## src/rtl/ordenator_pkg.sv

```systemverilog
// Shared definitions for the ordenator sorter and its serial output streamer.
package ordenator_pkg;

  // Frame geometry shared by the sorter and the streamer.
  localparam int DEFAULT_DATA_WIDTH = 8;
  localparam int DEFAULT_DATA_SIZE  = 9;

  // Streamer control states.
  typedef enum logic {
    IDLE = 1'b0,
    SEND = 1'b1
  } stream_state_e;

endpackage

```

## src/rtl/ordered_streamer.sv

```systemverilog
// Captures a sorted parallel frame and streams it element by element on a
// valid/ready interface, flagging any descending step seen while streaming.
//
// Handshake: a beat transfers on a rising edge where valid_o && ready_i.
// Once valid_o is high, data_o/idx_o/last_o hold until that transfer and
// valid_o never falls without one; ready_i may change on any cycle.
module ordered_streamer
  import ordenator_pkg::*;
#(
  parameter int DATA_WIDTH = DEFAULT_DATA_WIDTH,
  parameter int DATA_SIZE  = DEFAULT_DATA_SIZE,
  localparam int IDX_W     = $clog2(DATA_SIZE)
) (
  input  logic                                 clk_i,
  input  logic                                 rstn_i,
  input  logic [DATA_SIZE-1:0][DATA_WIDTH-1:0] numbers_i,
  input  logic                                 load_i,
  output logic                                 busy_o,
  output logic [DATA_WIDTH-1:0]                data_o,
  output logic [IDX_W-1:0]                     idx_o,
  output logic                                 valid_o,
  input  logic                                 ready_i,
  output logic                                 last_o,
  output logic                                 done_o,
  output logic                                 order_err_o
);

  localparam logic [IDX_W-1:0] LAST_IDX = IDX_W'(DATA_SIZE - 1);

  stream_state_e                        state_q;
  stream_state_e                        state_d;
  logic [DATA_SIZE-1:0][DATA_WIDTH-1:0] buf_q;
  logic [IDX_W-1:0]                     idx_q;
  logic [DATA_WIDTH-1:0]                prev_q;
  logic                                 err_q;
  logic                                 done_q;

  logic                                 capture;
  logic                                 accept;
  logic                                 at_last;
  logic [DATA_WIDTH-1:0]                cur_data;

  // Loads are honoured only in IDLE; a load during SEND is dropped.
  assign capture  = (state_q == IDLE) && load_i;
  assign accept   = (state_q == SEND) && ready_i;
  assign at_last  = (idx_q == LAST_IDX);
  assign cur_data = buf_q[idx_q];

  // State register.
  always_ff @(posedge clk_i or negedge rstn_i) begin
    if (!rstn_i) state_q <= IDLE;
    else         state_q <= state_d;
  end

  // Next-state logic: leave IDLE on a capture, return after the last beat.
  always_comb begin
    state_d = state_q;
    case (state_q)
      IDLE:    if (load_i) state_d = SEND;
      SEND:    if (ready_i && at_last) state_d = IDLE;
      default: state_d = IDLE;
    endcase
  end

  // Output decode; beat fields read as zero outside SEND.
  always_comb begin
    valid_o     = 1'b0;
    busy_o      = 1'b0;
    data_o      = '0;
    idx_o       = '0;
    last_o      = 1'b0;
    done_o      = done_q;
    order_err_o = err_q;
    if (state_q == SEND) begin
      valid_o = 1'b1;
      busy_o  = 1'b1;
      data_o  = cur_data;
      idx_o   = idx_q;
      last_o  = at_last;
    end
  end

  // Frame buffer: written only on a capture, so a frame in flight is safe.
  always_ff @(posedge clk_i or negedge rstn_i) begin
    if (!rstn_i)      buf_q <= '0;
    else if (capture) buf_q <= numbers_i;
  end

  // Beat index: restarts on capture, advances on each accepted beat and
  // wraps to zero after the final one so it never passes DATA_SIZE-1.
  always_ff @(posedge clk_i or negedge rstn_i) begin
    if (!rstn_i)      idx_q <= '0;
    else if (capture) idx_q <= '0;
    else if (accept)  idx_q <= at_last ? '0 : idx_q + 1'b1;
  end

  // Order checker: compares each accepted beat after the first against the
  // previously accepted one; the flag sticks until the next capture.
  always_ff @(posedge clk_i or negedge rstn_i) begin
    if (!rstn_i) begin
      prev_q <= '0;
      err_q  <= 1'b0;
    end else if (capture) begin
      prev_q <= '0;
      err_q  <= 1'b0;
    end else if (accept) begin
      prev_q <= cur_data;
      if ((idx_q != '0) && (cur_data < prev_q)) err_q <= 1'b1;
    end
  end

  // Completion pulse in the cycle after the final beat is accepted.
  always_ff @(posedge clk_i or negedge rstn_i) begin
    if (!rstn_i) done_q <= 1'b0;
    else         done_q <= accept && at_last;
  end

endmodule

```

## config.mk

```make
export PLATFORM = sky130hd
export DESIGN_NAME = ordered_streamer
export DESIGN_NICKNAME = d
export VERILOG_FILES = /design/src/rtl/ordenator_pkg.sv /design/src/rtl/ordered_streamer.sv
export SDC_FILE = /design/constraint.sdc
export NUM_CORES = 1
export LEC_CHECK = 0
export CAP_MARGIN = 0
export CORE_AREA = 2 2 96 89
export CTS_CLUSTER_DIAMETER = 80
export DETAILED_ROUTE_END_ITERATION = 7
export DIE_AREA = 0 0 98 91
export PLACE_DENSITY = 0.94
export SLEW_MARGIN = 15
export SYNTH_ARGS = -nofsm -noshare
export SYNTH_HDL_FRONTEND = slang
export SYNTH_SLANG_ARGS = --single-unit
```

## constraint.sdc

```tcl
create_clock -name clk_i -period 6.5 [get_ports clk_i]
set_clock_uncertainty 0.1 [all_clocks]
set_input_delay 0.975 -clock clk_i [delete_from_list [all_inputs] [get_ports clk_i]]
set_output_delay 0.975 -clock clk_i [all_outputs]
set_load 0.005 [all_outputs]
```

Yosys cells after proc, flatten, opt, wreduce, memory -nomap -nowiden
Index checks and enable logic that the tools add are counted. W data, S select, Z words.

$add $sub $neg: 1. Magnitude comparators: 2. Equal/unequal tests: 1. Multiplexer cells: 17. Bitwise logic cells: 1. Reduce and logical (&&, ||, !) cells: 9.

Operator list (count): $bmux W8 S4 (1); $mux W8 (4); $mux W4 (4); $lt A8 B8 Y1 (1); $mux W1 (7); $logic_and A1 B1 Y1 (5); $lt A4 B5 Y1 const B (1); $add A4 B1 Y4 const B (1); $eq A4 B4 Y1 const B (1); $reduce_bool A2 Y1 (2); $reduce_bool A4 Y1 (1); $pmux W1 S2 (1); $reduce_and A2 Y1 (1); $not A1 Y1 (1).

Register bits after elaboration: 87. Input bits: 76. Word-level logic and storage cells: 45.

Logic depth before layout (Yosys ltp)
Depth after elaboration: 7. Mapped depth: 10. Depth with buffers taken out: 8.

Least setup slack after synthesis
No wires, ideal clock.

Path kind: register to output. From: register idx_q[0]. To: output port data_o[1]. Arrival time: 1621 ps. Data required time: 5425 ps. Setup slack: 3804 ps. Stages on the path, launching flop included: 7. Cells stage by stage: dfrtp_1 > buf_6 > buf_2 > nor4b_2 > nand2_1 > o31ai_1 > and2_1.

Word-level cells in the longest chain between the ends: 3.

RTL lines: start: declaration (RTL line ordered_streamer.sv:33) `logic [IDX_W-1:0] idx_q;`; start signal: assignment (RTL line ordered_streamer.sv:94) `else if (accept) idx_q <= at_last ? '0 : idx_q + 1'b1;`; $bmux W8 S4 (RTL line ordered_streamer.sv:47) `assign cur_data = buf_q[idx_q];`; $mux W8 (not written as such) (RTL line ordered_streamer.sv:47); $mux W8 (RTL line ordered_streamer.sv:74) `if (state_q == SEND) begin`; end: declaration (RTL line ordered_streamer.sv:19) `output logic [DATA_WIDTH-1:0] data_o,`.

No other way between the ends. The select of a mux whose other input is x is not followed.

Worst setup path in the final report
From: register idx_q[0]. To: output port data_o[3].

The elaborated chain is that of the path after synthesis.

==> summary.txt <==
Placed design
  – Inst Count DP: around 650
  – Area post-placement: 0.00520 mm2
  – DP Wirelength: 7.66 mm
  – Final GP Congestion: 0.876
  – Port Buffer Count: 92

Setup path
  – Worst endpoint data arrival time: 3100 ps
  – Worst-path cell with the longest stage delay: nor4b_2
  – Number of buffers and inverters on the critical path: 2
  – Worst flop-to-flop path startpoint: idx_q[0]
  – Data required time of the critical path: 5420 ps
  – Maximum cell stage delay along the critical path: 700 ps
  – R2R Setup Slk: between 3000 and 4000 ps
  – Destination of the worst register-to-register timing path: order_err_o
  – Cell count along the critical path: 6
  – CP top delay family: simple AND/OR/NAND/NOR gates
  – Crit path capture type: output port
  – Worst setup path category: reg -> out
  – Sequence of cells on the critical path: buf_4, nor4b_2, nand2_1, o31ai_1, and2_1, clkdlybuf4s50_1
  – CP startpoint kind: flip-flop
  – Logic depth of the worst register-to-register path: 8
  – Critical path fanouts, max: 23
  – Startpoint of the worst setup timing path: idx_q[0]
  – Endpoint of the worst setup timing path: data_o[3]

Detailed routing
  – Aggregate routed wire length: 10.7 mm
  – Number of antenna-violating nets in the routed design: 0
  – Via density per instance: approximately 5.5
  – TritonRoute pass-1 iters: 4
  – WL per Instance: around 16 um
  – Via total after detailed routing: 3646
  – Total DRC errors in the routed layout: 0
  – Detailed Route Iter0 Violations: about 330

GRT
  – Met3 track demand over resource in global routing: 6.00%
  – Largest net degree at the start of global routing: 88
  – Global-route usage over all layers: 25.1%
  – Initial antenna violation count: 0
  – GRT met2 Usage: 39.1%
  – Sum of overflow across all layers after global routing: 0
  – Number of global-route vias before repair: 3753
  – First-pass GRT wire length: 17.9 mm
  – Busiest grt layer: met2
  – Met1 Use GR: 34.4%

Synthesis
  – Number of synthesized flops with an enable pin: 0
  – Post-synthesis adder-cell area fraction: 2.65%
  – Gate count after technology mapping: 483
  – Share of synthesized area spent on multiplexers: 8.42%
  – Post-synthesis compound-gate area fraction: 8.10%
  – Average instance area after synthesis: about 9 um2
  – Register bit count reported by yosys: 87
  – Share of async-settable or async-resettable flops after synthesis: 100%
  – Cell area after synthesis: 0.00425 mm2
  – Simple-gate share of the synthesized area: 25.8%
  – Post-synth top flop: dfrtp_1
  – Warnings from Yosys: 0
  – Sequential share of the synthesized area: between 50% and 60%
  – XOR/XNOR share of the synthesized area: 0%
  – Yosys cell types: 39
  – Syn_nets: 568
  – Largest family of logic cells by synthesized area: simple AND/OR/NAND/NOR gates

Timing
  – Period utilization: 64.3%
  – Setup repair after global routing missed its margin: no
  – Worst-case headroom to the max-slew limit: 28.5%
  – Actual transition at the worst max-transition pin: about 1100 ps
  – Max Transition Viols Final: 0
  – Endpoints failing hold: 0
  – Endpoints failing setup: 0
  – Achievable frequency: 239 MHz
  – Time the final worst path needs with I/O delays and setup: 4180 ps
  – Sum Neg Setup Slack: 0 ps

Clock tree
  – Maximum buffer depth of the clock tree: 2
  – Count of clock tree sinks: 87
  – Post-cts repair resize count: 0
  – H-tree levels: 3
  – Number of buffers added to fix hold violations after cts: 0
  – Clock transition time at the flip-flop clock pins of the worst setup and hold paths: 90 ps
  – Post-CTS setup-driven buffer insertion count: 0
  – Num CTS Buffers: 9
  – CTS tree: done
  – CTS root buffer: clkbuf_8
  – Clk_lat worst skew: ~370 ps

Min path
  – Class of the tightest hold or removal check: reg -> reg

Power
  – VDD IR-drop max: 161 uV
  – Leakage power of the design: between 2 and 3 nW
  – Areal power density over the cells: 470 mW/mm2
  – Overall power of the completed layout: 0.00253 W

Floorplanning
  – Initial Util: 54.0%
  – Placeable Area: 0.00787 mm2
  – Number of standard-cell rows in the floorplan: 31
  – Die boundary height: about 91 um
  – Io pins: 93
  – Width of the chip: 98 um
  – Die area: 0.00892 mm2

Final layout
  – Syn-to-layout area delta: 26.6%
  – Ant. Diodes: 0
  – Finished Cell Area: between 0.005 and 0.006 mm2
  – Nets: 645
  – Fraction of final layout cells with drive strength greater than 1: 9.38%
  – Post-route non-filler standard cell count: 664
  – Post-layout util: 68.3%

Job
  – Count of maximum capacitance violations: 0

Run status
  – Outcome: finished, final reports clean
logic make-up after synthesis:
group / Yosys count
buffers and inverters: 39
AO/OA/AOI/OAI: 49
multiplexers: 31
AND/OR/NAND/NOR: 268
flip-flops: 87
adder cells (fa/ha/maj): 9
routing by layer:
layer  share of wire (%)  routed length (um)  vias to the layer above
met4                 3.2                 343                        0
met2                  47                5060                      152
li1                    -                   -                     1718
met3                 6.7                 714                       34
met5                   0                   0                        -
met1                  43                4570                     1742
per-stage QoR:
stage	setup slack, ps	hold WS (ps)
5_1_grt	2060	409
2_1_floorplan	3800	340
6_report	2320	375
3_3_place_gp	2910	353
4_1_cts	2350	377
3_5_place_dp	2760	357
how the worst min path moves through the flow:
stage	start	to	slack (ps)	cells past startpoint
after floorplan	buf_q[10]	buf_q[10]	340	2
after global placement	buf_q[25]	buf_q[25]	350	2
after detailed placement	buf_q[29]	buf_q[29]	360	2
after CTS	buf_q[25]	buf_q[25]	380	2
after global routing	buf_q[26]	buf_q[26]	410	2
final	buf_q[25]	buf_q[25]	380	2
placed cells by master, fill, tap and decap left out, drive strengths merged:
cell type and count:
a2111oi 1, a211oi 4, a21boi 1, a21o 9, a21oi 4, a221o 1
a221oi 1, a22o 1, a31oi 1, and2 14, and3 1, buf 4
clkbuf 12, clkdlybuf4s50 91, clkinv 4, dfrtp 87, ha 9, inv 10
mux2 28, mux2i 2, mux4 1, nand2 228, nand2b 4, nand3 1
nand4 1, nor2 4, nor2b 3, nor3 7, nor3b 1, nor4b 1
o211ai 1, o21ai 3, o22ai 14, o31ai 7, o41ai 1, or2 3
power breakdown:
group	leakage [nW]	switching, W	total, W	internal [W]
Sequential	1.09	0.000203	0.00101	0.000807
Clock	0.0905	0.000202	0.000353	0.000151
Combinational	1.46	0.000559	0.00117	0.000607
cells in the mapped netlist, types with 3 or more instances:
cell	count	area, um2
o31ai_1	7	52.6
nand2_1	228	856
a21o_1	9	67.6
o21ai_0	3	15.0
nor2b_1	3	18.8
and2_1	14	87.6
nand2b_1	4	25.0
buf_2	3	15.0
a211oi_1	3	22.5
clkbuf_1	21	78.8
buf_1	3	11.3
ha_1	9	113
nor3_1	7	35.0
o22ai_1	14	87.6
dfrtp_1	87	2180
mux2_2	28	315
inv_1	10	37.5
a21oi_1	4	20.0
nor2_1	4	15.0
flip-flops by register name, indices dropped and copies added (netlist names):
signal	cells
buf_q	72
idx_q	4
done_o	1
prev_q	8
order_err_o	1
state_q	1
worst min-delay path, cell delays in order (launching register included):
cell	delay (ps)
dfrtp_1	350
nand2_1	50
nand2_1	50
layout make-up:
class / count / area (um2)
tap: 99 / 124
sequential: 87 / 2180
multi-input combinational: 357 / 1920
clock buffer: 12 / 145
clock inverter: 4 / 31.3
timing repair buffer: 95 / 945
fill: 577 / 2490
inverter: 10 / 37.5
(Power assumes the default switching activity.)
